`src/rtl/upower_decode_if.sv`:
```
// Handshake and decoded-field bundle between fetch, the decode stage and the uPower ALU.
// Slave side is the decode stage; master side is the surrounding pipeline.
interface upower_decode_if #(parameter int PC_W = 64);
   logic            in_valid;
   logic            in_ready;
   logic [31:0]     in_instr;
   logic [PC_W-1:0] in_pc;
   logic            out_valid;
   logic            out_ready;
   logic [PC_W-1:0] out_pc;
   logic [5:0]      opcode;
   logic [4:0]      rs;
   logic [4:0]      rt;
   logic [4:0]      rb;
   logic [4:0]      bo;
   logic [4:0]      bi;
   logic [15:0]     si;
   logic [13:0]     ds;
   logic [1:0]      xods;
   logic [9:0]      xox;
   logic [8:0]      xoxo;
   logic            aa;
   logic            illegal;

   modport slave (
      input  in_valid, in_instr, in_pc, out_ready,
      output in_ready, out_valid, out_pc, opcode, rs, rt, rb, bo, bi,
             si, ds, xods, xox, xoxo, aa, illegal
   );

   modport master (
      output in_valid, in_instr, in_pc, out_ready,
      input  in_ready, out_valid, out_pc, opcode, rs, rt, rb, bo, bi,
             si, ds, xods, xox, xoxo, aa, illegal
   );
endinterface

```
`src/rtl/upower_decode_stage.sv`:
```
// uPower decode/issue stage: splits instructions into ALU field ports behind a registered skid buffer.
// Optional DECODE_PERF_EN adds saturating decoded/illegal bundle counters.
module upower_decode_stage #(
   parameter int PC_W = 64
`ifdef DECODE_PERF_EN
   ,
   parameter int CNT_W = 16
`endif
) (
   input  logic          clk,
   input  logic          rst_n,
   input  logic          flush,
   upower_decode_if.slave bus
`ifdef DECODE_PERF_EN
   ,
   output logic [CNT_W-1:0] perf_decoded,
   output logic [CNT_W-1:0] perf_illegal
`endif
);

   typedef struct packed {
      logic [PC_W-1:0] pc;
      logic [5:0]      opcode;
      logic [4:0]      rs;
      logic [4:0]      rt;
      logic [4:0]      rb;
      logic [4:0]      bo;
      logic [4:0]      bi;
      logic [15:0]     si;
      logic [13:0]     ds;
      logic [1:0]      xods;
      logic [9:0]      xox;
      logic [8:0]      xoxo;
      logic            aa;
      logic            illegal;
   } bundle_t;

   function automatic logic is_d_op(input logic [5:0] op);
      case (op)
         6'd14, 6'd15, 6'd24, 6'd26, 6'd28, 6'd32, 6'd34,
         6'd36, 6'd37, 6'd38, 6'd40, 6'd42, 6'd44: is_d_op = 1'b1;
         default:                                  is_d_op = 1'b0;
      endcase
   endfunction

   function automatic logic is_x_xo(input logic [9:0] xo);
      case (xo)
         10'd28, 10'd476, 10'd444, 10'd316, 10'd986: is_x_xo = 1'b1;
         default:                                    is_x_xo = 1'b0;
      endcase
   endfunction

   // Unused fields stay zero so the ALU's xoxo/xox/si/ds priority picks the right operation.
   function automatic bundle_t decode(input logic [31:0] instr, input logic [PC_W-1:0] pc);
      bundle_t    b;
      logic [5:0] op;
      op       = instr[31:26];
      b        = '0;
      b.pc     = pc;
      b.opcode = op;
      if (op == 6'd31 && (instr[9:1] == 9'd266 || instr[9:1] == 9'd40)) begin
         b.rs   = instr[25:21];
         b.rt   = instr[20:16];
         b.rb   = instr[15:11];
         b.xoxo = instr[9:1];
      end else if (op == 6'd31 && is_x_xo(instr[10:1])) begin
         b.rs  = instr[25:21];
         b.rt  = instr[20:16];
         b.rb  = instr[15:11];
         b.xox = instr[10:1];
      end else if (is_d_op(op)) begin
         b.rs = instr[25:21];
         b.rt = instr[20:16];
         b.si = instr[15:0];
      end else if (op == 6'd58 || op == 6'd62) begin
         b.rs   = instr[25:21];
         b.rt   = instr[20:16];
         b.ds   = instr[15:2];
         b.xods = instr[1:0];
      end else if (op == 6'd19) begin
         b.bo = instr[25:21];
         b.bi = instr[20:16];
         b.si = instr[15:0];
         b.aa = instr[1];
      end else if (op == 6'd18) begin
         b.aa = instr[1];
      end else begin
         b.illegal = 1'b1;
      end
      return b;
   endfunction

   bundle_t dec_p0;
   bundle_t out_p1;
   bundle_t skid_p1;
   logic    vld_p1;
   logic    skid_vld_p1;
   logic    in_fire;
   logic    out_fire;

   // Stage 0: combinational decode of the offered instruction
   always_comb begin
      dec_p0 = decode(bus.in_instr, bus.in_pc);
   end

   assign bus.in_ready = ~skid_vld_p1;
   assign in_fire      = bus.in_valid & ~skid_vld_p1;
   assign out_fire     = vld_p1 & bus.out_ready;

   // Stage 1: output register backed by a one-entry skid buffer; skid always drains first
   always_ff @(posedge clk or negedge rst_n) begin
      if (!rst_n) begin
         out_p1      <= '0;
         skid_p1     <= '0;
         vld_p1      <= 1'b0;
         skid_vld_p1 <= 1'b0;
      end else if (flush) begin
         vld_p1      <= 1'b0;
         skid_vld_p1 <= 1'b0;
      end else if (!vld_p1 || out_fire) begin
         if (skid_vld_p1) begin
            out_p1      <= skid_p1;
            vld_p1      <= 1'b1;
            skid_vld_p1 <= 1'b0;
         end else begin
            vld_p1 <= in_fire;
            if (in_fire) out_p1 <= dec_p0;
         end
      end else if (in_fire) begin
         skid_p1     <= dec_p0;
         skid_vld_p1 <= 1'b1;
      end
   end

   assign bus.out_valid = vld_p1;
   assign bus.out_pc    = out_p1.pc;
   assign bus.opcode    = out_p1.opcode;
   assign bus.rs        = out_p1.rs;
   assign bus.rt        = out_p1.rt;
   assign bus.rb        = out_p1.rb;
   assign bus.bo        = out_p1.bo;
   assign bus.bi        = out_p1.bi;
   assign bus.si        = out_p1.si;
   assign bus.ds        = out_p1.ds;
   assign bus.xods      = out_p1.xods;
   assign bus.xox       = out_p1.xox;
   assign bus.xoxo      = out_p1.xoxo;
   assign bus.aa        = out_p1.aa;
   assign bus.illegal   = out_p1.illegal;

`ifdef DECODE_PERF_EN
   function automatic logic [CNT_W-1:0] sat_inc(input logic [CNT_W-1:0] c);
      return (&c) ? c : c + CNT_W'(1);
   endfunction

   // Counters track bundles accepted downstream and survive flushes
   always_ff @(posedge clk or negedge rst_n) begin
      if (!rst_n) begin
         perf_decoded <= '0;
         perf_illegal <= '0;
      end else if (out_fire) begin
         perf_decoded <= sat_inc(perf_decoded);
         if (out_p1.illegal) perf_illegal <= sat_inc(perf_illegal);
      end
   end
`endif

endmodule

```
`src/flat_wrapper.sv`:
```
// flat-port wrapper written by rule: the top's interface ports become plain ports
module upower_decode_stage_flat 
#(
   parameter int PC_W = 64

)
  (clk, rst_n, flush, bus_in_valid, bus_in_instr, bus_in_pc, bus_out_ready, bus_in_ready, bus_out_valid, bus_out_pc, bus_opcode, bus_rs, bus_rt, bus_rb, bus_bo, bus_bi, bus_si, bus_ds, bus_xods, bus_xox, bus_xoxo, bus_aa, bus_illegal);
  upower_decode_if #(.PC_W(PC_W)) bus_i ();
  input  logic clk;
  input  logic rst_n;
  input  logic flush;
  input wire logic [$bits(bus_i.in_valid)-1:0] bus_in_valid;
  input wire logic [$bits(bus_i.in_instr)-1:0] bus_in_instr;
  input wire logic [$bits(bus_i.in_pc)-1:0] bus_in_pc;
  input wire logic [$bits(bus_i.out_ready)-1:0] bus_out_ready;
  output wire logic [$bits(bus_i.in_ready)-1:0] bus_in_ready;
  output wire logic [$bits(bus_i.out_valid)-1:0] bus_out_valid;
  output wire logic [$bits(bus_i.out_pc)-1:0] bus_out_pc;
  output wire logic [$bits(bus_i.opcode)-1:0] bus_opcode;
  output wire logic [$bits(bus_i.rs)-1:0] bus_rs;
  output wire logic [$bits(bus_i.rt)-1:0] bus_rt;
  output wire logic [$bits(bus_i.rb)-1:0] bus_rb;
  output wire logic [$bits(bus_i.bo)-1:0] bus_bo;
  output wire logic [$bits(bus_i.bi)-1:0] bus_bi;
  output wire logic [$bits(bus_i.si)-1:0] bus_si;
  output wire logic [$bits(bus_i.ds)-1:0] bus_ds;
  output wire logic [$bits(bus_i.xods)-1:0] bus_xods;
  output wire logic [$bits(bus_i.xox)-1:0] bus_xox;
  output wire logic [$bits(bus_i.xoxo)-1:0] bus_xoxo;
  output wire logic [$bits(bus_i.aa)-1:0] bus_aa;
  output wire logic [$bits(bus_i.illegal)-1:0] bus_illegal;
  assign bus_i.in_valid = bus_in_valid;
  assign bus_i.in_instr = bus_in_instr;
  assign bus_i.in_pc = bus_in_pc;
  assign bus_i.out_ready = bus_out_ready;
  assign bus_in_ready = bus_i.in_ready;
  assign bus_out_valid = bus_i.out_valid;
  assign bus_out_pc = bus_i.out_pc;
  assign bus_opcode = bus_i.opcode;
  assign bus_rs = bus_i.rs;
  assign bus_rt = bus_i.rt;
  assign bus_rb = bus_i.rb;
  assign bus_bo = bus_i.bo;
  assign bus_bi = bus_i.bi;
  assign bus_si = bus_i.si;
  assign bus_ds = bus_i.ds;
  assign bus_xods = bus_i.xods;
  assign bus_xox = bus_i.xox;
  assign bus_xoxo = bus_i.xoxo;
  assign bus_aa = bus_i.aa;
  assign bus_illegal = bus_i.illegal;
  upower_decode_stage #(.PC_W(PC_W)) u_core (.clk(clk), .rst_n(rst_n), .flush(flush), .bus(bus_i));
endmodule
```
`config.mk`:
```
export PLATFORM = sky130hd
export DESIGN_NAME = upower_decode_stage_flat
export DESIGN_NICKNAME = d
export VERILOG_FILES = /design/src/rtl/upower_decode_if.sv /design/src/rtl/upower_decode_stage.sv /design/src/flat_wrapper.sv
export SDC_FILE = /design/constraint.sdc
export NUM_CORES = 1
export LEC_CHECK = 0
export ABC_AREA = 1
export CORE_MARGIN = 10
export CORE_UTILIZATION = 52
export CTS_CLUSTER_SIZE = 12
export DETAILED_ROUTE_END_ITERATION = 8
export GPL_TIMING_DRIVEN = 0
export PLACE_DENSITY_LB_ADDON = 0.05
export SLEW_MARGIN = 20
export SYNTH_ARGS = -nofsm -noshare
export SYNTH_HDL_FRONTEND = slang
export SYNTH_SLANG_ARGS = --single-unit
```
`constraint.sdc`:
```
create_clock -name clk -period 1.8 [get_ports clk]
set_input_delay 0.27 -clock clk [delete_from_list [all_inputs] [get_ports clk]]
set_output_delay 0.27 -clock clk [all_outputs]
set_load 0.1 [all_outputs]
```
==> results of run 1 <==
critical path, stage by stage (launching register included):
cell     delay [ns]
dfrtp_4        0.40
or3b_4         0.40
nor3_4         0.24
inv_2          0.10
buf_6          0.14
buf_12         0.13
buf_16         0.16
buf_16         0.15
nand2_2        0.06
o21ai_1        0.07
per-layer routing:
layer	global-route usage	part of all wire
met1	0.354	0.38
met3	0.0664	0.093
met5	0	0
met4	0.121	0.044
met2	0.479	0.48
metrics by stage:
step                      hold slack [ns]  total power [mW]  setup slack, ns
after floorplan                   -0.0256              12.4           -0.229
after detailed placement            0.222              14.3            -1.20
after global routing                0.218              22.6           -0.184
final                               0.217              21.8           -0.163
after CTS                           0.199              21.5           -0.251
after global placement              0.449              14.2           -14.59
final timing paths:
path / startpoint / to / slack [ns] / cells past startpoint
min in group asynchronous: rst_n / u_core.skid_p1[132]$_DFFE_PN0P_ / 0.28 / 2
max in group asynchronous: rst_n / u_core.skid_p1[64]$_DFFE_PN0P_ / 0.32 / 4
worst max register to register: u_core.bus.out_valid$_DFFE_PN0N_ / u_core.skid_p1[133]$_DFFE_PN0P_ / -0.16 / 9
worst min-delay path: bus_in_instr[5] / u_core.skid_p1[42]$_DFFE_PN0P_ / 0.22 / 3
worst max-delay path: u_core.bus.out_valid$_DFFE_PN0N_ / u_core.skid_p1[133]$_DFFE_PN0P_ / -0.16 / 9
worst min register to register: u_core.bus.xoxo[4]$_DFFE_PN0P_ / u_core.bus.xoxo[4]$_DFFE_PN0P_ / 0.48 / 2
what timing repair did:
item,in CTS,in global routing
hold buffers,1,0
cloned,24,5
resized for setup,807,229
setup buffers,21,10
endpoints found under the hold margin,58,0
setup endpoints to repair,447,292
pin swaps,8,11
cell usage in the layout (no fill, tap or decap), types with 18 or more instances in the layout:
cell	instances
inv_1	105
clkbuf_1	26
clkbuf_2	21
clkbuf_16	61
o21ai_2	73
nand3_1	48
o21ai_0	202
a21oi_1	56
buf_4	19
o21ai_1	47
clkdlybuf4s50_1	91
nand2_1	380
nor2_1	58
nand2_4	43
nand4_1	18
dfrtp_1	296
clkdlybuf4s15_2	146
nand2_2	60
cell type report:
type / instances / area (um^2)
Sequential cell: 298 / 7460
Multi-Input combinational cell: 1045 / 5570
Fill cell: 1562 / 4750
Timing Repair Buffer: 305 / 3640
Buffer: 103 / 1100
Clock buffer: 52 / 1040
Inverter: 110 / 415
Tap cell: 324 / 405
Clock inverter: 4 / 70.1
Antenna cell: 2 / 5.00
flip-flops by register name, summed over array words and instances (netlist names), 2 cells and up:
| register | flops |
|---|---|
| u_core.bus.bo | 5 |
| u_core.bus.ds | 14 |
| u_core.bus.opcode | 6 |
| u_core.bus.out_pc | 64 |
| u_core.skid_p1 | 148 |
| u_core.bus.xox | 10 |
| u_core.bus.rt | 5 |
| u_core.bus.xods | 2 |
| u_core.bus.rs | 5 |
| u_core.bus.bi | 5 |
| u_core.bus.rb | 5 |
| u_core.bus.si | 16 |
| u_core.bus.xoxo | 9 |
kinds of logic after synthesis:
family | after synthesis
buffers and inverters | 219
AO/OA/AOI/OAI | 415
flip-flops | 298
AND/OR/NAND/NOR | 630
power groups by stage:
stage               registers, mW  clock network (mW)  logic [mW]
floorplan                    11.3                   0        1.18
global placement             8.24                   0        5.92
detailed placement           8.27                   0        6.02
CTS                          8.22                6.99        6.28
global route                 8.42                7.30        6.86
finish                       8.33                6.97        6.54
==> summary.txt, run 1 <==
Floorplanning
  – Die Wd: around 180 um
  – Initial core utilization: 0.532
  – Die Y: about 180 um
  – Placement Rows: 57
  – # IOs: roughly 250
  – Core area: between 20000 and 25000 um^2
  – Die area: about 32000 um^2

CTS
  – Inserted Clock Buffers: 34
  – Clock sink count: 298
  – Clock buffer depth: 3
  – Worst-Skew Late Latency: a little over 0.5 ns
  – CTS H-tree lvls: 2
  – CTS tree: built
  – Root Buffer: clkbuf_16
  – CTS clock-pin slew for the worst setup and hold paths: around 0.060 ns

Logic synthesis
  – Post-synthesis cell area: 13000 um^2
  – Syn avg cell area: 8.33 um^2
  – Seq cells post-synth: between 200 and 300
  – Post-synth top flop: dfrtp_1
  – Top-area cell type share of the netlist area: 0.573
  – Synth top area cells: dfrtp_1, nand2_1, o21ai_0
  – Number of synthesized flops with an enable pin: 0
  – Synth Warn #: 0
  – Largest family of logic cells by synthesized area: simple AND/OR/NAND/NOR gates
  – Cell taking the most area after synthesis: dfrtp_1
  – Unique masters post-synth: 24
  – Most numerous cell in the Yosys netlist: nand2_1
  – Post-Synth XOR/XNOR Area: 0
  – Commonest cells in the netlist: nand2_1, dfrtp_1, o21ai_0, inv_1, clkbuf_1
  – Mapped Cells: 1562
  – Synth Area in Adders: 0
  – Sequential-to-total area share from yosys stat: 0.573
  – Ys async rst share: 1.00
  – Simple-Gate Fraction of Synth Area: 0.193
  – Mux cell area share after synthesis: 0
  – Post-synthesis compound-gate area fraction: 0.166
  – Syn Nets: around 1700

Timing
  – Final setup vio count: roughly 120
  – Worst-margin pin slew: between 0.6 and 0.7 ns
  – Setup TNS: -9.14 ns
  – Final Max Tran Viols: 0
  – Unrepaired setup endpoints after global routing: true
  – Slew HR: 0.541
  – Minimum clock period: 1.96 ns
  – Tcrit/Tclk final: 1.09
  – Final worst setup slack: -0.163 ns
  – F_max: 509 MHz
  – Hold Fails Final Rpt: 0
  – Clk_skew: about 0.012 ns

Drt
  – Post-route DRC: 0
  – Final ANT Viol Nets: 0
  – Total number of vias: roughly 13000
  – WL final: around 48 mm
  – Number of vias per cell: 5.71
  – Detailed Routing Iterations Pass 1: 6
  – Initial drt markers: approximately 1500
  – DR WL/cell: 21.4 um

GRT
  – Global Route Usage Sum: 0.288
  – Vias in the first global route: between 10000 and 15000
  – Largest net degree at the start of global routing: 97
  – Initial antenna violation count: 2
  – First-pass GRT wire length: between 70 and 80 mm
  – Total congestion overflow: 0

Critical path
  – CP max FO: 8
  – Critical setup path kind: flop to flop
  – Worst EP required: between 2 and 2.5 ns
  – Worst Path Arrival: 2.35 ns
  – Crit path launch type: flop
  – Critical Path Sink Type: flop

Run status
  – Failing checks: negative setup slack
  – Outcome: finished with violations

Power
  – Seq pwr share: 0.381
  – Pleak: about 9.5 nW
  – Sw Pwr: roughly 8.2 mW
  – Switching Share: 0.374
  – Internal power: 13.7 mW
  – PD cells: 1110 nW/um^2
  – Max VDD drop: around 1.1 mV
  – Gate power share: 0.299
  – Clock network power share: 0.319

Layout
  – Final Core Density: 0.806
  – Finished Cell Area: just under 20000 um^2
  – Layout cells sized above 1: 0.287
  – Final-stage net count: 1998
  – Layout Cells excl Fill: about 2200
  – Area growth from synthesis to layout: 51.6%

Flow run
  – Max-Cap Viols: 0

Placement
  – Routability cong.: 0.920
  – Port bufs: roughly 250
  – Placed cells: 2137
  – Hpwl dp: 30.2 mm
  – Placed Area: approximately 16000 um^2

Hold path
  – Worst hold path class: input pin to flop
(Power assumes the default switching activity.)
==> inputs of run 2 (changes only) <==
--- a/config.mk
+++ b/config.mk
@@ -6,6 +6,7 @@
 export NUM_CORES = 1
 export LEC_CHECK = 0
 export ABC_AREA = 1
+export CAP_MARGIN = 20
 export CORE_MARGIN = 10
 export CORE_UTILIZATION = 52
 export CTS_CLUSTER_SIZE = 12
==> results of run 2 <==
Final layout, timing and power as in run 1 (identical DEF).
==> inputs of run 3 (changes only) <==
--- a/config.mk
+++ b/config.mk
@@ -9,7 +9,6 @@
 export CAP_MARGIN = 20
 export CORE_MARGIN = 10
 export CORE_UTILIZATION = 52
-export CTS_CLUSTER_SIZE = 12
 export DETAILED_ROUTE_END_ITERATION = 8
 export GPL_TIMING_DRIVEN = 0
 export PLACE_DENSITY_LB_ADDON = 0.05
==> run 3 against run 2 <==
The run still ends with negative setup slack left. Clock skew shrank 0.0041 ns. Clock power grew 4.6%. Register-to-register slack gained 0.08 ns. Clock-buffer cell count shrank 1. Die area is the same. Cell count is essentially flat. Critical endpoint is now u_core.skid_p1[130]$_DFFE_PN0P_. Highest routed layer unchanged.
==> summary.txt, run 3 (synthesis results as in run 1) <==
Run status
  – Outcome: finished with violations
  – Failing checks: negative setup slack

Drt
  – WL final: approximately 47 mm
  – Post-route DRC: 0
  – Final ANT Viol Nets: 0
  – Initial drt markers: 1484
  – DR WL/cell: about 21 um
  – Total number of vias: about 13000
  – Number of vias per cell: between 5 and 6
  – Detailed Routing Iterations Pass 1: 5

Timing
  – Hold Fails Final Rpt: 0
  – Final worst setup slack: -0.0854 ns
  – Final setup vio count: 73
  – Slew HR: 0.495
  – Worst-margin pin slew: approximately 0.76 ns
  – Final Max Tran Viols: 0
  – Tcrit/Tclk final: 1.05
  – Unrepaired setup endpoints after global routing: true
  – Setup TNS: -2.63 ns
  – F_max: between 500 and 600 MHz
  – Minimum clock period: 1.89 ns
  – Clk_skew: 0.00804 ns

Critical path
  – CP max FO: 7
  – Worst Path Arrival: about 2.3 ns
  – FF-to-FF Start: u_core.bus.out_valid$_DFFE_PN0N_
  – Critical Path Sink Type: flop
  – Worst EP required: about 2.2 ns
  – Setup crit end: u_core.skid_p1[130]$_DFFE_PN0P_
  – Crit path launch type: flop
  – Critical setup path kind: flop to flop
  – RR Endpoint: u_core.skid_p1[130]$_DFFE_PN0P_
  – CP startpoint: u_core.bus.out_valid$_DFFE_PN0N_
  – Worst r2r path cells: 9
  – Worst reg2reg setup slack: -0.09 ns

Flow run
  – Max-Cap Viols: 0

GRT
  – First-pass GRT wire length: about 70 mm
  – Total congestion overflow: 0
  – Initial antenna violation count: 0
  – Largest net degree at the start of global routing: 97
  – Vias in the first global route: 12465
  – Global Route Usage Sum: 0.282

Floorplanning
  – Placement Rows: 57
  – Die Wd: 178 um
  – Die area: 31700 um^2
  – Initial core utilization: 0.532
  – Core area: about 24000 um^2
  – # IOs: around 250
  – Die Y: 178 um

Layout
  – Diode count: 0
  – Layout Cells excl Fill: 2242
  – Layout cells sized above 1: 0.288
  – Max reg flops: about 150
  – Final-stage net count: between 1500 and 2000
  – Commonest cells after routing, fill and taps aside: nand2_1, dfrtp_1, o21ai_0
  – Finished Cell Area: just under 20000 um^2
  – Most common cell after layout, fill and taps aside: nand2_1
  – Largest Register: u_core.skid_p1
  – Final Core Density: 0.804
  – Area growth from synthesis to layout: 51.2%

CTS
  – CTS clock-pin slew for the worst setup and hold paths: about 0.060 ns
  – Root Buffer: clkbuf_16
  – Worst-Skew Late Latency: ~0.52 ns
  – CTS tree: built
  – Clock buffer depth: 3
  – Inserted Clock Buffers: 34
  – CTS H-tree lvls: 2
  – Clock sink count: roughly 300

Placement
  – Port bufs: 248
  – Placed Area: between 15000 and 20000 um^2
  – Placed cells: about 2100
  – Hpwl dp: about 30 mm
  – Routability cong.: around 0.9

Power
  – PD cells: 1120 nW/um^2
  – Max VDD drop: a little over 1 mV
  – Pleak: between 9 and 10 nW
  – Power Total: approximately 22 mW

Hold path
  – Worst hold path class: input pin to flop
## run 3: cell types whose count changed in the layout (fill, tap and decap cells not counted), moves of 4 or more
| cell | delta |
|---|---|
| clkbuf_8 | -4 |
| buf_4 | +10 |
| buf_8 | +4 |
| o21ai_2 | +9 |
| o21ai_1 | -10 |
| buf_6 | -5 |
| clkbuf_16 | -4 |
## run 3: routing by layer
metal  track usage  wire length, um
met3        0.0562             3850
met2         0.468            22800
met4         0.113             2020
met1         0.355            18400
met5             0                0
## run 3: cell type report
type,count,area (um^2)
Clock buffer,51,1040
Tap cell,324,405
Timing Repair Buffer,302,3550
Buffer,106,1110
Multi-Input combinational cell,1045,5560
Clock inverter,6,130
Sequential cell,298,7460
Fill cell,1550,4800
Inverter,110,415
## run 3: worst min path at each step
stage | from | endpoint | slack, ns | depth (start not counted)
finish | bus_in_instr[6] | u_core.skid_p1[27]$_DFFE_PN0P_ | 0.23 | 3
global route | bus_in_instr[5] | u_core.skid_p1[42]$_DFFE_PN0P_ | 0.23 | 3
CTS | bus_in_instr[6] | u_core.skid_p1[43]$_DFFE_PN0P_ | 0.20 | 3
detailed placement | rst_n | u_core.bus.out_pc[49]$_DFFE_PN0P_ | 0.22 | 1
global placement | u_core.skid_p1[45]$_DFFE_PN0P_ | u_core.skid_p1[45]$_DFFE_PN0P_ | 0.45 | 2
floorplan | rst_n | u_core.bus.aa$_DFFE_PN0P_ | -0.03 | 0
## run 3: critical path, cell delays in order (launching register included)
cell and delay [ns]:
dfrtp_4 0.40, or3b_4 0.40, nor3_4 0.18, inv_2 0.10, buf_12 0.14, buf_12 0.12, buf_12 0.15, buf_8 0.15
nand2_4 0.06, o21ai_2 0.06
## run 3: report_power, final
group	switching, mW	total [mW]	internal (mW)	leakage [nW]
clock network	2.74	7.29	4.54	0.573
registers	0.643	8.31	7.67	3.86
logic	4.77	6.49	1.72	5.10
total	8.16	22.1	13.9	9.53
## run 3: through the flow
step	worst slack, ns	hold WS (ns)
after CTS	-0.250	0.198
after floorplan	-0.229	-0.0256
after global routing	-0.118	0.227
final	-0.0854	0.233
after global placement	-14.59	0.449
after detailed placement	-1.20	0.222
## run 3: timing repair
action	in CTS	in global routing
pin swaps	7	9
setup buffers	16	12
resized for setup	778	245
hold buffers	1	0
hold endpoints to repair	58	0
cloned	18	5
endpoints found under the setup margin	447	286
==> variant, RTL diff (config.mk and constraints of run 3) <==
`PC_W` is set to 64 in 3 places; all go to 128.
--- a/src/rtl/upower_decode_if.sv
+++ b/src/rtl/upower_decode_if.sv
@@ -2,3 +2,3 @@
 // Slave side is the decode stage; master side is the surrounding pipeline.
-interface upower_decode_if #(parameter int PC_W = 64);
+interface upower_decode_if #(parameter int PC_W = 128);
    logic            in_valid;
--- a/src/rtl/upower_decode_stage.sv
+++ b/src/rtl/upower_decode_stage.sv
@@ -3,3 +3,3 @@
 module upower_decode_stage #(
-   parameter int PC_W = 64
+   parameter int PC_W = 128
 `ifdef DECODE_PERF_EN
--- a/src/flat_wrapper.sv
+++ b/src/flat_wrapper.sv
@@ -3,3 +3,3 @@
 #(
-   parameter int PC_W = 64
+   parameter int PC_W = 128
 
Ports: changed (resized bus_in_pc and bus_out_pc); port bits go from 251 to 379. The function was not compared with the original's and may differ.
==> variant against run 3 <==
The flow still finishes with violations (negative setup slack). Cell area increased by 26%. Total power up 37%. Worst setup slack better by 43 ps. Combinational power rose by 41%. Area after synthesis rose by 41%. Synthesized cell count rose by 40%. Fmax rose by 2.3%. Sequential cell count up 128. Routed wire length increased by 34%. Critical path type is now flop to primary output. Critical endpoint is now bus_in_ready.
==> variant: results <==
outcome:
  outcome: "finished, violations left"
  violations: "negative setup slack"
place:
  dp_cells: 3017
  dp_slack_ps: -1030
  port_buffers: 376
  place.gp.congestion: 0.921
  place_area_sq_mm: 0.0228
  dp_hpwl_um: 45500
clock_tree:
  cts_made_buffers: 45
final_layout:
  area_delta_synth_final_pct: 35.3
  nMultiInputCombCells: 1430
  nNonClkInverters: 176
  drive_gt1_frac: 0.168
  antennaDiodeCount: 7
  largest_reg_flops: 212
  clk_share: 0.0577
  nets: 2784
floorplanning:
  core_area_sq_mm: 0.0346
synthesis:
  netlist_top_cells_count: "681 x nand2_1, 426 x dfrtp_1, 393 x o21ai_0"
sta:
  setup_viol: 1
  setup_ws_ps: -42.9
worst_setup_path:
  critPathLaunch: "u_core.skid_vld_p1"
  path_max_fanout: 8
  reg2regPathDepth: 8
  reg2reg_slack_ps: 40
routing:
  met3_length_um: 5480
  wl_um: 63000
  met2RoutedLength_um: 30000
  m1WireLength_um: 26000
  avgRoutedWirePerCell_um: 20.3
grt:
  grt_pass1_wl_um: 98800
  globalRouteMet2Util: 0.461
  grt_max_degree: 98
hold_path:
  min_to: "u_core.skid_p1[42]"
## variant: cell count changes after synthesis, moves of 9 or more
cell and delta:
buf_2 +9, nand2_1 +197, o21ai_1 +97, o21ai_0 +96, inv_1 +65, clkbuf_1 +24
dfrtp_1 +128
## variant: report_power, final
part	internal, W	leakage, nW	switching [W]
Clock	0.00541	0.709	0.00373
Combinational	0.00213	6.19	0.00704
Sequential	0.0111	5.47	0.000855
Total	0.0187	12.4	0.0116
## variant: repair_timing
item,4_1_cts,5_1_grt
gates resized for setup,737,129
gates cloned,0,1
endpoints found under the hold margin,56,0
setup buffers,1,8
pin swaps,1,2
hold buffers,1,0
endpoints found under the setup margin,598,400
## variant: cells by family after synthesis
group,after synthesis,synth area share
buffers and inverters,325,0.0696
DFF,426,0.582
and+or+nand+nor,821,0.178
AOI/OAI and AO/OA,609,0.171
## variant: worst max-delay path, cell delays in order (launching register included)
cell and delay [ps]:
dfrtp_1 370, buf_6 160, inv_8 70, buf_12 120
buf_12 130, buf_16 170
